<file path="src/rtl/datapath_seq_if.sv">
// Bus bundle for datapath_seq: operation request fields, external register load port,
// and the busy/done/result/status outputs.
interface datapath_seq_if #(
    parameter int WIDTH = 16,
    parameter int NREG  = 8,
    parameter int RW    = $clog2(NREG)
);
    logic             start;
    logic [1:0]       op;
    logic [1:0]       shift;
    logic [RW-1:0]    rn;
    logic [RW-1:0]    rm;
    logic [RW-1:0]    rd;
    logic             asel;
    logic             bsel;
    logic [WIDTH-1:0] imm;
    logic             wb;
    logic             setflags;
    logic             ext_write;
    logic [RW-1:0]    ext_wnum;
    logic [WIDTH-1:0] ext_data;
    logic             busy;
    logic             done;
    logic [WIDTH-1:0] C;
    logic [2:0]       status;

    modport master (
        output start, op, shift, rn, rm, rd, asel, bsel, imm, wb, setflags,
        output ext_write, ext_wnum, ext_data,
        input  busy, done, C, status
    );

    modport slave (
        input  start, op, shift, rn, rm, rd, asel, bsel, imm, wb, setflags,
        input  ext_write, ext_wnum, ext_data,
        output busy, done, C, status
    );
endinterface

</file>
<file path="src/rtl/datapath_seq.sv">
// Multi-cycle register-file ALU: IDLE->LOADA->LOADB->EXEC->WRITE, one operation at a time.
// Optional macro DATAPATH_SEQ_SAT_EN: ADD/SUB overflow saturates C to signed max/min.
module datapath_seq #(
    parameter int WIDTH = 16,
    parameter int NREG  = 8,
    parameter int RW    = $clog2(NREG)
) (
    input  logic          clk,
    input  logic          reset,
    datapath_seq_if.slave bus
);
    localparam int MSB   = WIDTH - 1;
    localparam int DEPTH = 1 << RW;

    typedef enum logic [2:0] {S_IDLE, S_LOADA, S_LOADB, S_EXEC, S_WRITE} state_t;

    state_t state_q, state_d;
    logic   busy, done;

    logic [1:0]       op_q, shift_q;
    logic [RW-1:0]    rn_q, rm_q, rd_q;
    logic             asel_q, bsel_q, wb_q, setflags_q;
    logic [WIDTH-1:0] imm_q;
    logic [WIDTH-1:0] a_q, b_q, c_q;
    logic [2:0]       status_q;
    logic [WIDTH-1:0] regs_q [NREG];

    logic [WIDTH-1:0] reg_rd [DEPTH];
    logic             we;
    logic [RW-1:0]    waddr;
    logic [WIDTH-1:0] wdata;

    logic signed [WIDTH-1:0] ain, bin, res;
    logic                    v_ovf;

    function automatic logic signed [WIDTH-1:0] shift_b(input logic [WIDTH-1:0] b,
                                                        input logic [1:0]       sh);
        case (sh)
            2'b01:   return {b[WIDTH-2:0], 1'b0};
            2'b10:   return {1'b0, b[WIDTH-1:1]};
            2'b11:   return {b[WIDTH-1], b[WIDTH-1:1]};
            default: return b;
        endcase
    endfunction

`ifdef DATAPATH_SEQ_SAT_EN
    // Overflow direction follows A's sign for both ADD and SUB.
    function automatic logic signed [WIDTH-1:0] saturate(input logic signed [WIDTH-1:0] r,
                                                         input logic                    ovf,
                                                         input logic                    a_neg);
        if (!ovf)
            return r;
        return a_neg ? {1'b1, {(WIDTH-1){1'b0}}} : {1'b0, {(WIDTH-1){1'b1}}};
    endfunction
`endif

    always_ff @(posedge clk or posedge reset) begin
        if (reset)
            state_q <= S_IDLE;
        else
            state_q <= state_d;
    end

    always_comb begin
        state_d = state_q;
        busy    = 1'b1;
        done    = 1'b0;
        case (state_q)
            S_IDLE: begin
                busy = 1'b0;
                if (bus.start)
                    state_d = S_LOADA;
            end
            S_LOADA: state_d = S_LOADB;
            S_LOADB: state_d = S_EXEC;
            S_EXEC:  state_d = S_WRITE;
            S_WRITE: begin
                done    = 1'b1;
                state_d = S_IDLE;
            end
            default: state_d = S_IDLE;
        endcase
    end

    always_ff @(posedge clk or posedge reset) begin
        if (reset) begin
            op_q       <= '0;
            shift_q    <= '0;
            rn_q       <= '0;
            rm_q       <= '0;
            rd_q       <= '0;
            asel_q     <= 1'b0;
            bsel_q     <= 1'b0;
            imm_q      <= '0;
            wb_q       <= 1'b0;
            setflags_q <= 1'b0;
        end else if (state_q == S_IDLE && bus.start) begin
            op_q       <= bus.op;
            shift_q    <= bus.shift;
            rn_q       <= bus.rn;
            rm_q       <= bus.rm;
            rd_q       <= bus.rd;
            asel_q     <= bus.asel;
            bsel_q     <= bus.bsel;
            imm_q      <= bus.imm;
            wb_q       <= bus.wb;
            setflags_q <= bus.setflags;
        end
    end

    // Indices beyond NREG land on entries that stay zero.
    always_comb begin
        for (int i = 0; i < DEPTH; i++)
            reg_rd[i] = '0;
        for (int i = 0; i < NREG; i++)
            reg_rd[i] = regs_q[i];
    end

    always_ff @(posedge clk or posedge reset) begin
        if (reset) begin
            a_q <= '0;
            b_q <= '0;
        end else if (state_q == S_LOADA) begin
            a_q <= reg_rd[rn_q];
        end else if (state_q == S_LOADB) begin
            b_q <= reg_rd[rm_q];
        end
    end

    always_comb begin
        ain   = asel_q ? '0 : a_q;
        bin   = bsel_q ? imm_q : shift_b(b_q, shift_q);
        res   = '0;
        v_ovf = 1'b0;
        case (op_q)
            2'b00: begin
                res   = ain + bin;
                v_ovf = (ain[MSB] == bin[MSB]) && (res[MSB] != ain[MSB]);
            end
            2'b01: begin
                res   = ain - bin;
                v_ovf = (ain[MSB] != bin[MSB]) && (res[MSB] != ain[MSB]);
            end
            2'b10:   res = ain & bin;
            default: res = ~bin;
        endcase
`ifdef DATAPATH_SEQ_SAT_EN
        res = saturate(res, v_ovf, ain[MSB]);
`endif
    end

    always_ff @(posedge clk or posedge reset) begin
        if (reset) begin
            c_q      <= '0;
            status_q <= '0;
        end else if (state_q == S_EXEC) begin
            c_q <= res;
            if (setflags_q)
                status_q <= {res[MSB], v_ovf, (res == '0)};
        end
    end

    // Result write-back owns the port in WRITE; external loads only in IDLE.
    always_comb begin
        we    = 1'b0;
        waddr = '0;
        wdata = '0;
        if (state_q == S_WRITE && wb_q) begin
            we    = 1'b1;
            waddr = rd_q;
            wdata = c_q;
        end else if (state_q == S_IDLE && bus.ext_write) begin
            we    = 1'b1;
            waddr = bus.ext_wnum;
            wdata = bus.ext_data;
        end
    end

    always_ff @(posedge clk or posedge reset) begin
        if (reset) begin
            for (int i = 0; i < NREG; i++)
                regs_q[i] <= '0;
        end else if (we) begin
            for (int i = 0; i < NREG; i++)
                if (waddr == RW'(i))
                    regs_q[i] <= wdata;
        end
    end

    assign bus.busy   = busy;
    assign bus.done   = done;
    assign bus.C      = c_q;
    assign bus.status = status_q;
endmodule

</file>
<file path="src/flat_wrapper.sv">
// flat-port wrapper written by rule: the top's interface ports become plain ports
module datapath_seq_flat 
#(
    parameter int WIDTH = 16,
    parameter int NREG  = 8,
    parameter int RW    = $clog2(NREG)
)
  (clk, reset, bus_start, bus_op, bus_shift, bus_rn, bus_rm, bus_rd, bus_asel, bus_bsel, bus_imm, bus_wb, bus_setflags, bus_ext_write, bus_ext_wnum, bus_ext_data, bus_busy, bus_done, bus_C, bus_status);
  datapath_seq_if #(.WIDTH(WIDTH), .NREG(NREG), .RW(RW)) bus_i ();
  input  logic clk;
  input  logic reset;
  input wire logic [$bits(bus_i.start)-1:0] bus_start;
  input wire logic [$bits(bus_i.op)-1:0] bus_op;
  input wire logic [$bits(bus_i.shift)-1:0] bus_shift;
  input wire logic [$bits(bus_i.rn)-1:0] bus_rn;
  input wire logic [$bits(bus_i.rm)-1:0] bus_rm;
  input wire logic [$bits(bus_i.rd)-1:0] bus_rd;
  input wire logic [$bits(bus_i.asel)-1:0] bus_asel;
  input wire logic [$bits(bus_i.bsel)-1:0] bus_bsel;
  input wire logic [$bits(bus_i.imm)-1:0] bus_imm;
  input wire logic [$bits(bus_i.wb)-1:0] bus_wb;
  input wire logic [$bits(bus_i.setflags)-1:0] bus_setflags;
  input wire logic [$bits(bus_i.ext_write)-1:0] bus_ext_write;
  input wire logic [$bits(bus_i.ext_wnum)-1:0] bus_ext_wnum;
  input wire logic [$bits(bus_i.ext_data)-1:0] bus_ext_data;
  output wire logic [$bits(bus_i.busy)-1:0] bus_busy;
  output wire logic [$bits(bus_i.done)-1:0] bus_done;
  output wire logic [$bits(bus_i.C)-1:0] bus_C;
  output wire logic [$bits(bus_i.status)-1:0] bus_status;
  assign bus_i.start = bus_start;
  assign bus_i.op = bus_op;
  assign bus_i.shift = bus_shift;
  assign bus_i.rn = bus_rn;
  assign bus_i.rm = bus_rm;
  assign bus_i.rd = bus_rd;
  assign bus_i.asel = bus_asel;
  assign bus_i.bsel = bus_bsel;
  assign bus_i.imm = bus_imm;
  assign bus_i.wb = bus_wb;
  assign bus_i.setflags = bus_setflags;
  assign bus_i.ext_write = bus_ext_write;
  assign bus_i.ext_wnum = bus_ext_wnum;
  assign bus_i.ext_data = bus_ext_data;
  assign bus_busy = bus_i.busy;
  assign bus_done = bus_i.done;
  assign bus_C = bus_i.C;
  assign bus_status = bus_i.status;
  datapath_seq #(.WIDTH(WIDTH), .NREG(NREG), .RW(RW)) u_core (.clk(clk), .reset(reset), .bus(bus_i));
endmodule
</file>
<file path="config.mk">
export PLATFORM = sky130hd
export DESIGN_NAME = datapath_seq_flat
export DESIGN_NICKNAME = d
export VERILOG_FILES = /design/src/rtl/datapath_seq_if.sv /design/src/rtl/datapath_seq.sv /design/src/flat_wrapper.sv
export SDC_FILE = /design/constraint.sdc
export NUM_CORES = 1
export LEC_CHECK = 0
export BUFFER_PORTS_ARGS = -buffer_cell sky130_fd_sc_hd__buf_4
export CAP_MARGIN = 20
export CORE_ASPECT_RATIO = 0.8
export CORE_UTILIZATION = 40
export DETAILED_ROUTE_END_ITERATION = 6
export GPL_TIMING_DRIVEN = 0
export SYNTH_ARGS = -nofsm -noshare
export SYNTH_HDL_FRONTEND = slang
export SYNTH_SLANG_ARGS = --single-unit
export TNS_END_PERCENT = 20
</file>
<file path="constraint.sdc">
create_clock -name clk -period 19.8 [get_ports clk]
set_input_delay 1.98 -clock clk [delete_from_list [all_inputs] [get_ports clk]]
set_output_delay 1.98 -clock clk [all_outputs]
set_load 0.02 [all_outputs]
</file>
==> qor.txt <==
DIE AREA: 32,000 µm²
Synth Warn #: 0
Reg-to-Reg End: u_core.bus.status[0]$_DFFE_PP0P_
Clock slew at reported path FFs: 60 ps
Largest area contributor in the netlist: dfrtp_1
Synth Register Bits: 215
CTS buffer count: 24
Hold Crit Class: flip-flop to flip-flop
Worst slew margin: 0.209
Net switching fraction of the power: 0.462
FF-to-FF setup slack: 15,350 ps
Setup crit end kind: flip-flop
Final Hold Fails: 0
Average via count per standard cell: 5.84
Largest net degree at the start of global routing: 116
Total power: 3.19 mW
Post-synth cell types: 78
DR pass1 iterations: 5
Worst Path Buf+Inv: 1
Area growth from synthesis to layout: 15.9%
Largest stage delay on the critical path: 710 ps
Synthesized area per cell: 10.1 µm²
Internal: 1.72 mW
Clock Path Buffers: 3
Total Wirelength: 40.6 mm
Leak pwr: 6.29 nW
Top-level I/O count: 77
Maxcap violations: 0
Resized cells post-CTS: 0
DRT antenna net count: 0
Root buffer cell: clkbuf_16
WP depth: 14
Share of layout cells above drive strength 1: 0.199
Hold WS: 501 ps
Number of synthesized flops with an enable pin: 0
Via Count: 10.3k
Setup_tns: 0 ps
Vias in the first global route: 9,754
Fin nets: 1,434
Drt initial violations: 964
RSZ-0062 raised after global routing: false
CTS tree: yes
H-tree depth: 1
R2r worst-path depth: 14
Crit path cell chain: or3b_1 -> a2bb2oi_2 -> ha_1 -> inv_1 -> fa_1 -> nor2b_1 -> o31ai_1 -> xnor2_1 -> nor3_1 -> nor4_1 -> nand4_1 -> a2111oi_2 -> nand4b_1 -> o21ai_1
Hold EP: u_core.reg_rd[107]$_DFFE_PP0P_
Switch Pwr: 1.48 mW
Worst-Skew Late Latency: 540 ps
Type of origin of the critical path: flip-flop
Max Clk Rate: 225 MHz
Hold path startpoint: u_core.reg_rd[107]$_DFFE_PP0P_
Slew @ Worst Pin: 1180 ps
DP Wirelength: 30.3 mm
Slowest-stage cell, CP: nor4_1
Die height: 160 µm
GRT overflow: 0
Cell area after synthesis: 12,500 µm²
First-pass GRT wire length: 61.0 mm
Logic pwr share: 0.604
GPL Wtd Cong: 0.939
Top FF cell, synth: dfrtp_1
Final cycle utilization of the critical path: 0.225
Crit path DAT: 4910 ps
DP Area: 13,700 µm²
Min cycle time layout: 4450 ps
Reg2reg start: u_core.shift_q[1]$_DFFE_PP0P_
Peak VDD IR: 0.0751 mV
Final setup viols: 0
Post-DR wirelength/cell: 23.0 µm
Hold-fix buffers, CTS: 0
Max-slew violations: 0
Commonest non-fill, non-tap cell in the layout: dfrtp_1
CP top delay family: simple AND/OR/NAND/NOR gates
Fin area: 14,500 µm²
Initial antenna violation count: 0
Gr usage total: 0.258
Critical-path maximum fanout: 6
Fin util: 0.474
Status: completed
# DRC: 0
Antenna cell count: 0
Part of the total power dissipated in the clock network: 0.144
Post-synth top area share: 0.430
Async SR Flop Fraction: 1.00
Site Rows: 57
Setup repair bufs after CTS: 0
Power per cell area: 220 nW/µm²
Cells after synthesis: 1,233
Total core area: 30,600 µm²
Clock skew: 11.0 ps
# port buffers: 76
Top cells by area, synth: dfrtp_1 (43%), mux4_2 (12%), a21oi_1 (6.2%)
Sink Count: 215
Reg power frac: 0.252
Most frequent cells in the layout: dfrtp_1 (215), nor2_1 (167), a21oi_1 (155), nand2_1 (88), o21ai_0 (79)
Die X: 200 µm
Mapped Nets: 1,327
Kind of critical path: flip-flop to flip-flop
Starting Density: 0.409
Register area share after synthesis: 0.430
CP required: 20,260 ps
Worst hold path stage count: 2
==> cells in the mapped netlist, drive strengths merged (6+ instances only) <==
cell	count
o21a	6
o31ai	9
and2	7
o21ai	84
mux2i	54
mux2	39
ha	36
xnor2	8
o211ai	9
clkbuf	51
a21oi	157
nand2	88
dfrtp	215
or2	6
nor3	13
inv	38
a22oi	18
nand2b	8
a211oi	7
buf	34
nand3	8
nor2	167
mux4	65
nor2b	22
==> power groups by stage <==
| stage | combinational, mW | sequential, mW | clock, mW |
|---|---|---|---|
| floorplan | 1.38 | 0.765 | 0 |
| global placement | 1.87 | 0.801 | 0 |
| detailed placement | 1.89 | 0.808 | 0 |
| CTS | 1.89 | 0.802 | 0.467 |
| global route | 2.10 | 0.829 | 0.484 |
| finish | 1.93 | 0.806 | 0.460 |
==> worst register-to-register path, cell delays in order, from the launching register on <==
cell and delay (ps):
dfrtp_1 470, or3b_1 420, a2bb2oi_2 210, ha_1 190, inv_1 60, fa_1 470
nor2b_1 170, o31ai_1 270, xnor2_1 180, nor3_1 70, nor4_1 710, nand4_1 410
a2111oi_2 370, nand4b_1 190, o21ai_1 170
==> how the worst max path moves through the flow <==
stage | start | end
2_1_floorplan | reset | u_core.a_q[0]$_DFFE_PP0P_
3_3_place_gp | reset | u_core.reg_rd[55]$_DFFE_PP0P_
3_5_place_dp | bus_start | u_core.rn_q[2]$_DFFE_PP0P_
4_1_cts | u_core.shift_q[1]$_DFFE_PP0P_ | u_core.bus.status[0]$_DFFE_PP0P_
5_1_grt | u_core.shift_q[1]$_DFFE_PP0P_ | u_core.bus.status[0]$_DFFE_PP0P_
6_report | u_core.shift_q[1]$_DFFE_PP0P_ | u_core.bus.status[0]$_DFFE_PP0P_
==> through the flow <==
step,setup WS (ps),cells
5_1_grt,15070,1770
3_3_place_gp,9220,1722
6_report,15350,1770
2_1_floorplan,11940,1233
4_1_cts,15520,1767
3_5_place_dp,15420,1724
==> routing by layer <==
metal,track usage,wire (µm)
met5,0,0
met4,0.0493,651
met3,0.0553,3520
met2,0.346,16700
met1,0.420,19700
==> sequential cells by signal (all words and copies together) (netlist names) <==
register,cells
u_core.b_q,16
u_core.op_q,2
u_core.rd_q,3
u_core.wb_q,1
u_core.rn_q,3
u_core.setflags_q,1
u_core.bsel_q,1
u_core.rm_q,3
u_core.asel_q,1
u_core.shift_q,2
u_core.state_q,3
u_core.imm_q,16
u_core.bus.C,16
u_core.reg_rd,128
u_core.a_q,16
u_core.bus.status,3
==> final cells by class <==
class | count | area [µm²]
multi-input combinational | 895 | 6630
buffer | 85 | 358
timing repair buffer | 81 | 671
inverter | 38 | 150
sequential | 215 | 5380
fill | 2860 | 16100
clock buffer | 34 | 699
tap | 413 | 517
clock inverter | 9 | 98.8
==> logic make-up (layout without fill, tap and decap cells) <==
kind of cell / after synthesis / in the layout / share of synthesized area
AO/OA/AOI/OAI: 338 / 338 / 0.163
XOR/XNOR: 10 / 10 / 0.00700
adder cells (fa/ha/maj): 38 / 38 / 0.0392
buffers and inverters: 123 / 247 / 0.0400
flip-flops: 215 / 215 / 0.430
multiplexers: 158 / 158 / 0.195
AND/OR/NAND/NOR: 351 / 351 / 0.126
Note: power is estimated with default switching activity, not from simulation.
